--- src/rtl/burst_bus_arbiter.sv ---
// burst_bus_arbiter: shares one SDRAM burst-bus port between a high-priority video reader
// and a starvation-guarded host agent, serialising whole bursts and routing read data back.
module burst_bus_arbiter #(
    parameter int ADDR_W       = 21,
    parameter int DATA_W       = 64,
    parameter int BURST_LEN    = 4,
    parameter int STARVE_LIMIT = 8
) (
    input  logic                clk,
    input  logic                rst,
    input  logic                m0_cmd_en,
    input  logic                m0_cmd,
    input  logic [ADDR_W-1:0]   m0_addr,
    input  logic [DATA_W-1:0]   m0_wr_data,
    input  logic [DATA_W/8-1:0] m0_data_mask,
    output logic                m0_ack,
    output logic                m0_wr_next,
    output logic [DATA_W-1:0]   m0_rd_data,
    output logic                m0_rd_data_valid,
    input  logic                m1_cmd_en,
    input  logic                m1_cmd,
    input  logic [ADDR_W-1:0]   m1_addr,
    input  logic [DATA_W-1:0]   m1_wr_data,
    input  logic [DATA_W/8-1:0] m1_data_mask,
    output logic                m1_ack,
    output logic                m1_wr_next,
    output logic [DATA_W-1:0]   m1_rd_data,
    output logic                m1_rd_data_valid,
    output logic                mem_cmd_en,
    output logic                mem_cmd,
    output logic [ADDR_W-1:0]   mem_addr,
    input  logic                mem_cmd_ready,
    output logic [DATA_W-1:0]   mem_wr_data,
    output logic [DATA_W/8-1:0] mem_data_mask,
    input  logic [DATA_W-1:0]   mem_rd_data,
    input  logic                mem_rd_data_valid,
    output logic                busy,
    output logic                owner,
    output logic                stray_data
);
    localparam int SW = $clog2(STARVE_LIMIT + 1);
    localparam int CW = $clog2(BURST_LEN + 1);

    typedef enum logic [1:0] {IDLE, CMD, WDATA, RDATA} state_t;

    state_t              state, state_n;
    logic                owner_n, cmd_n, cmd_en_n, stray_n;
    logic [ADDR_W-1:0]   addr_n;
    logic [SW-1:0]       starve_cnt, starve_n;
    logic [CW-1:0]       word_cnt, word_n;
    logic                grant0, grant1, accept, consume;

    always_ff @(posedge clk) begin
        if (rst) begin
            state      <= IDLE;
            owner      <= 1'b0;
            mem_cmd    <= 1'b0;
            mem_addr   <= '0;
            mem_cmd_en <= 1'b0;
            starve_cnt <= '0;
            word_cnt   <= '0;
            stray_data <= 1'b0;
        end else begin
            state      <= state_n;
            owner      <= owner_n;
            mem_cmd    <= cmd_n;
            mem_addr   <= addr_n;
            mem_cmd_en <= cmd_en_n;
            starve_cnt <= starve_n;
            word_cnt   <= word_n;
            stray_data <= stray_n;
        end
    end

    assign grant0  = m0_cmd_en && (!m1_cmd_en || starve_cnt < SW'(STARVE_LIMIT));
    assign grant1  = m1_cmd_en && !grant0;
    assign accept  = state == CMD && mem_cmd_ready;
    // Word 0 of a write goes out in the acceptance cycle itself.
    assign consume = (accept && mem_cmd) || state == WDATA;

    always_comb begin
        state_n  = state;
        owner_n  = owner;
        cmd_n    = mem_cmd;
        addr_n   = mem_addr;
        cmd_en_n = mem_cmd_en;
        starve_n = starve_cnt;
        word_n   = word_cnt;
        stray_n  = stray_data || (mem_rd_data_valid && state != RDATA);
        case (state)
            IDLE: begin
                starve_n = (grant0 && m1_cmd_en)
                         ? ((starve_cnt == SW'(STARVE_LIMIT)) ? starve_cnt : starve_cnt + 1'b1)
                         : '0;
                if (grant0 || grant1) begin
                    state_n  = CMD;
                    owner_n  = grant1;
                    cmd_n    = grant1 ? m1_cmd : m0_cmd;
                    addr_n   = grant1 ? m1_addr : m0_addr;
                    cmd_en_n = 1'b1;
                end
            end
            CMD: begin
                if (mem_cmd_ready) begin
                    cmd_en_n = 1'b0;
                    word_n   = CW'(1);
                    if (!mem_cmd)
                        state_n = RDATA;
                    else if (BURST_LEN == 1)
                        state_n = IDLE;
                    else
                        state_n = WDATA;
                end
            end
            WDATA: begin
                word_n = word_cnt + 1'b1;
                if (word_cnt == CW'(BURST_LEN - 1)) begin
                    state_n = IDLE;
                    word_n  = '0;
                end
            end
            RDATA: begin
                if (mem_rd_data_valid) begin
                    word_n = word_cnt + 1'b1;
                    if (word_cnt == CW'(BURST_LEN)) begin
                        state_n = IDLE;
                        word_n  = '0;
                    end
                end
            end
            default: state_n = IDLE;
        endcase
    end

    assign m0_ack           = accept && !owner;
    assign m1_ack           = accept && owner;
    assign m0_wr_next       = consume && !owner;
    assign m1_wr_next       = consume && owner;
    assign m0_rd_data_valid = mem_rd_data_valid && state == RDATA && !owner;
    assign m1_rd_data_valid = mem_rd_data_valid && state == RDATA && owner;
    assign m0_rd_data       = mem_rd_data;
    assign m1_rd_data       = mem_rd_data;
    assign mem_wr_data      = owner ? m1_wr_data : m0_wr_data;
    assign mem_data_mask    = owner ? m1_data_mask : m0_data_mask;
    assign busy             = state != IDLE;
endmodule

--- config.mk ---
export PLATFORM = sky130hd
export DESIGN_NAME = burst_bus_arbiter
export DESIGN_NICKNAME = d
export VERILOG_FILES = /design/src/rtl/burst_bus_arbiter.sv
export SDC_FILE = /design/constraint.sdc
export NUM_CORES = 1
export LEC_CHECK = 0
export CAP_MARGIN = 20
export CORE_AREA = 5 5 188 190
export DETAILED_ROUTE_END_ITERATION = 6
export DIE_AREA = 0 0 193 195
export SETUP_SLACK_MARGIN = 0.1
export SLEW_MARGIN = 20
export SYNTH_ARGS = -nofsm -noshare
export SYNTH_HDL_FRONTEND = slang
export SYNTH_SLANG_ARGS = --single-unit
--- constraint.sdc ---
create_clock -name clk -period 1.9 [get_ports clk]
set_clock_uncertainty 0.1 [all_clocks]
set_input_delay 0.19 -clock clk [delete_from_list [all_inputs] [get_ports clk]]
set_output_delay 0.19 -clock clk [all_outputs]
set_load 0.01 [all_outputs]
After elaboration in Yosys (flattened, before gate mapping)
Index checks and enable logic that the tools add are counted.

Register bits: 34. Input bits: 258. Output and inout bits: 232. Word-level logic and storage cells: 74.

Add/subtract/negate cells: 2. Order comparisons: 1. Equality and inequality tests: 13. Mux-type cells: 21. Reduce and logical (&&, ||, !) cells: 29.

Operators by type and width (number): $mux W64 (1); $mux W21 (1); $logic_and A1 B1 Y1 (13); $mux W3 (4); $ne A2 B2 Y1 const B (6); $mux W2 (5); $pmux W3 S3 (1); $mux W4 (2); $mux W8 (1); $pmux W2 S4 (1); $reduce_and A3 Y1 (2); $reduce_and A5 Y1 (1); $add A4 B1 Y4 const B (1); $eq A2 B2 Y1 const B (2); $eq A4 B4 Y1 const B (1); $logic_or A1 B1 Y1 (4); $lt A4 B4 Y1 const B (1); $mux W1 (4); $reduce_and A2 Y1 (2); $reduce_bool A2 Y1 (2); $add A3 B1 Y3 const B (1); $eq A3 B2 Y1 const B (1); $eq A3 B3 Y1 const B (1); $logic_not A1 Y1 (3); 5 further kinds (5).

Logic depth before layout (Yosys ltp)
Word-level depth: 8. Gate-level depth with buffers: 6. Depth with buffers taken out: 5.

Worst setup path after synthesis
OpenSTA, ideal clock, no wires.

Path type: reg2out. From: register owner. To: output mem_wr_data[36]. Arrival: 1.319 ns. Data required time: 1.610 ns. Path slack: 0.291 ns. Cell stages (with the launch flop): 5. Path buffers: 3. Cells stage by stage: dfxtp_1 > clkbuf_1 > buf_2 > buf_2 > mux2_2.

Word-level cells in the longest chain between the ends: 1.

RTL lines: start: declaration (RTL line 38) `output logic owner,`; start signal: assignment (RTL line 65) `owner <= owner_n;`; $mux W64 (RTL line 143) `assign mem_wr_data = owner ? m1_wr_data : m0_wr_data;`; end: declaration (RTL line 33) `output logic [DATA_W-1:0] mem_wr_data,`.

Every way passes these cells.

Worst setup path after layout
From: register owner. To: output mem_wr_data[9].

Same word-level chain as after synthesis.

==> metrics.txt <==
initial antenna violation count=3; CTS Buf Count=5; Worst Setup End Kind=primary output; layout cells sized above 1=35.40%; Root Buffer=clkbuf_16; critical path class=flip-flop to primary output; Final Hold Viols=0; outcome=finished, violations left; Initial DRC Count=124; Main synth FF type=dfxtp_1; drt drc=0; #FFs+latches synth=34; CTS tree=yes; reg2reg start=state[1]$_SDFFE_PP0P_; total of max-cap violations=0; Logic pwr share=53.9%; Post-synth EDFFs=0; Leakage=0.002871 uW; HP Start=mem_rd_data[56]; worst slew pin tran=0.3859 ns; syn_area_per_cell=8.279 um^2; Internal Power=2725 uW; RSZ-0062 raised after global routing=yes; row cnt=67; Area contributors post-synth=buf_4, mux2_2, dfxtp_1; die area=37640 um^2; Tmin final=1.932 ns; Nets=907; initial core utilization=10.77%; PnR worst setup slack=-0.03208 ns; Net Switching=1199 uW; Final Cycle Share=101.7%; Max IR drop VDD=392.2 uV; largest net degree at the start of global routing=28; CTS max path bufs=2; # clock sinks=34; Die Y=195 um; io pins=490; vias in the first global route=4017; Synth top area share=26.81%; # port buffers=297; most frequent cells in the layout=clkdlybuf4s50_1, buf_6, mux2_4; final wirelength=21830 um; hold path depth=0; crit-path cells=buf_12 > buf_12 > buf_16 > buf_12 > mux2_4 > buf_6; DRT antenna net count=0; Worst EP arrival=1.64 ns; yosys warns=0; Routability Congestion=0.7264; clk slew on worst S/H paths=0.06 ns; Flop pwr share=22.2%; Pwr Density=534.2 nW/um^2; HPWL Detailed=15870 um; Largest stage delay, worst path=0.36 ns; Setup-failing EPs final=9; Switching Fraction=30.56%; utilization after layout=22.07%; via count=3936; ys async rst share=0%; worst reg-to-reg path cell count=5; critical path's slowest cell=dfxtp_4; post-synthesis sequential area ratio=18.99%; Post-Syn Area=3585 um^2; most common cell after layout, fill and taps aside=clkdlybuf4s50_1; Syn Nets=697; Worst-Skew Late Latency=0.29 ns; CP required=1.61 ns; width of the die=193 um; Syn Inst Count=433; GRT Util Overall=9.959%; Area Overhead vs Synth=104.9%; Worst Hold End=m0_rd_data[56]; R2R Setup Slk=0.38 ns; wire per inst=19.95 um; clock group share of total power=23.9%; worst flop-to-flop path endpoint=mem_cmd$_SDFFE_PP0P_; post-synth cell types=32; setup TNS=-0.1112 ns; grt total ovfl=0; first-pass GRT wire length=27610 um; max_slew headroom=74.19%; via density per instance=3.598; Pins Over Slew Limit=0; Critical Path Start Type=flip-flop; CP Max Fanout=7; highest clock rate=517.6 MHz; Synth area leader=buf_4; failing checks=setup timing; Hold Crit Class=input port to primary output; drt first pass iters=4; core area=33280 um^2; most frequent CP cell=buf_12; htree depth=2
## worst max-delay path: cells and delay by family, from the launching register on
family,cells,cell delay (ns)
buf+inv,5,0.69
flops,1,0.36
mux,1,0.30
## synthesized netlist by cell type (2+ instances only)
master    number
nor2b_1        4
mux2_2        72
nor2_1         9
ha_1           6
buf_2         20
a21oi_1       32
nand2b_1       2
o21ai_1       12
clkbuf_1      10
dfxtp_1       34
a311oi_1      22
nand2_1       10
xnor2_1        2
inv_2          2
nand3b_1       2
buf_4        128
nand3_1       26
inv_1         11
o21ai_0       15
or4_1          2
## repair_timing
| action | CTS | global route |
|---|---|---|
| hold buffers | 0 | 0 |
| endpoints found under the hold margin | 0 | 0 |
| buffers inserted | 28 | 6 |
| gates cloned | 6 | 4 |
| gates resized for setup | 392 | 50 |
| setup endpoints to repair | 75 | 58 |
## sequential cells by signal, summed over array words and instances, names as in the netlist
| signal | cells |
|---|---|
| mem_cmd_en | 1 |
| mem_cmd | 1 |
| state | 2 |
| owner | 1 |
| word_cnt | 3 |
| stray_data | 1 |
| mem_addr | 21 |
| starve_cnt | 4 |
## worst max path at each step
stage | end | cells past startpoint | startpoint | slack [ns]
after detailed placement | m1_ack | 4 | mem_cmd_ready | -0.04
after floorplan | mem_wr_data[36] | 4 | owner$_SDFFE_PP0P_ | 0.29
after global placement | m0_ack | 4 | mem_cmd_ready | -0.003
after CTS | mem_wr_data[8] | 6 | owner$_SDFFE_PP0P_ | -0.06
after global routing | mem_wr_data[9] | 6 | owner$_SDFFE_PP0P_ | -0.08
final | mem_wr_data[9] | 6 | owner$_SDFFE_PP0P_ | -0.03
## power groups by stage
| stage | combinational [uW] | clock, uW | sequential (uW) |
|---|---|---|---|
| 3_5_place_dp | 1730 | 0 | 883 |
| 6_report | 2120 | 936 | 872 |
| 2_1_floorplan | 883 | 0 | 911 |
| 5_1_grt | 2250 | 1010 | 883 |
| 4_1_cts | 2030 | 976 | 873 |
| 3_3_place_gp | 1730 | 0 | 882 |
## kinds of logic after synthesis
| logic type | Yosys count | synth area share (%) |
|---|---|---|
| fa+ha+maj | 6 | 2.094 |
| compound gates | 87 | 14.90 |
| flops | 34 | 18.99 |
| buf+inv | 171 | 32.01 |
| xor+xnor | 2 | 0.4887 |
| simple gates | 60 | 8.621 |
| mux | 73 | 22.90 |
## cell type report
| cell class | instances | area, um^2 |
|---|---|---|
| clock inverter | 3 | 40.04 |
| tap | 448 | 560.5 |
| timing repair buffer | 361 | 3884 |
| antenna | 2 | 5.005 |
| fill | 3614 | 25940 |
| multi-input combinational | 228 | 1994 |
| inverter | 13 | 48.80 |
| sequential | 34 | 686.9 |
| clock buffer | 5 | 125.1 |
## layer usage
layer	routed length (um)	vias up	global-route usage (%)
li1	-	1819	-
met1	8998	1771	12.07
met2	9678	303	15.37
met3	2749	39	5.625
met4	317	4	1.967
met5	82	-	1.592
## through the flow
step,worst slack [ns],hold WS (ns),std cells,total power (uW),instance area (um^2)
CTS,-0.06487,0.2801,1085,3875,7079
detailed placement,-0.03883,0.2801,1043,2616,6245
finish,-0.03208,0.2800,1094,3923,7345
global route,-0.07951,0.2800,1092,4143,7340
floorplan,0.2913,0.2306,433,1794,3585
global placement,-0.003306,0.2801,1043,2610,6245
(Power assumes the default switching activity.)
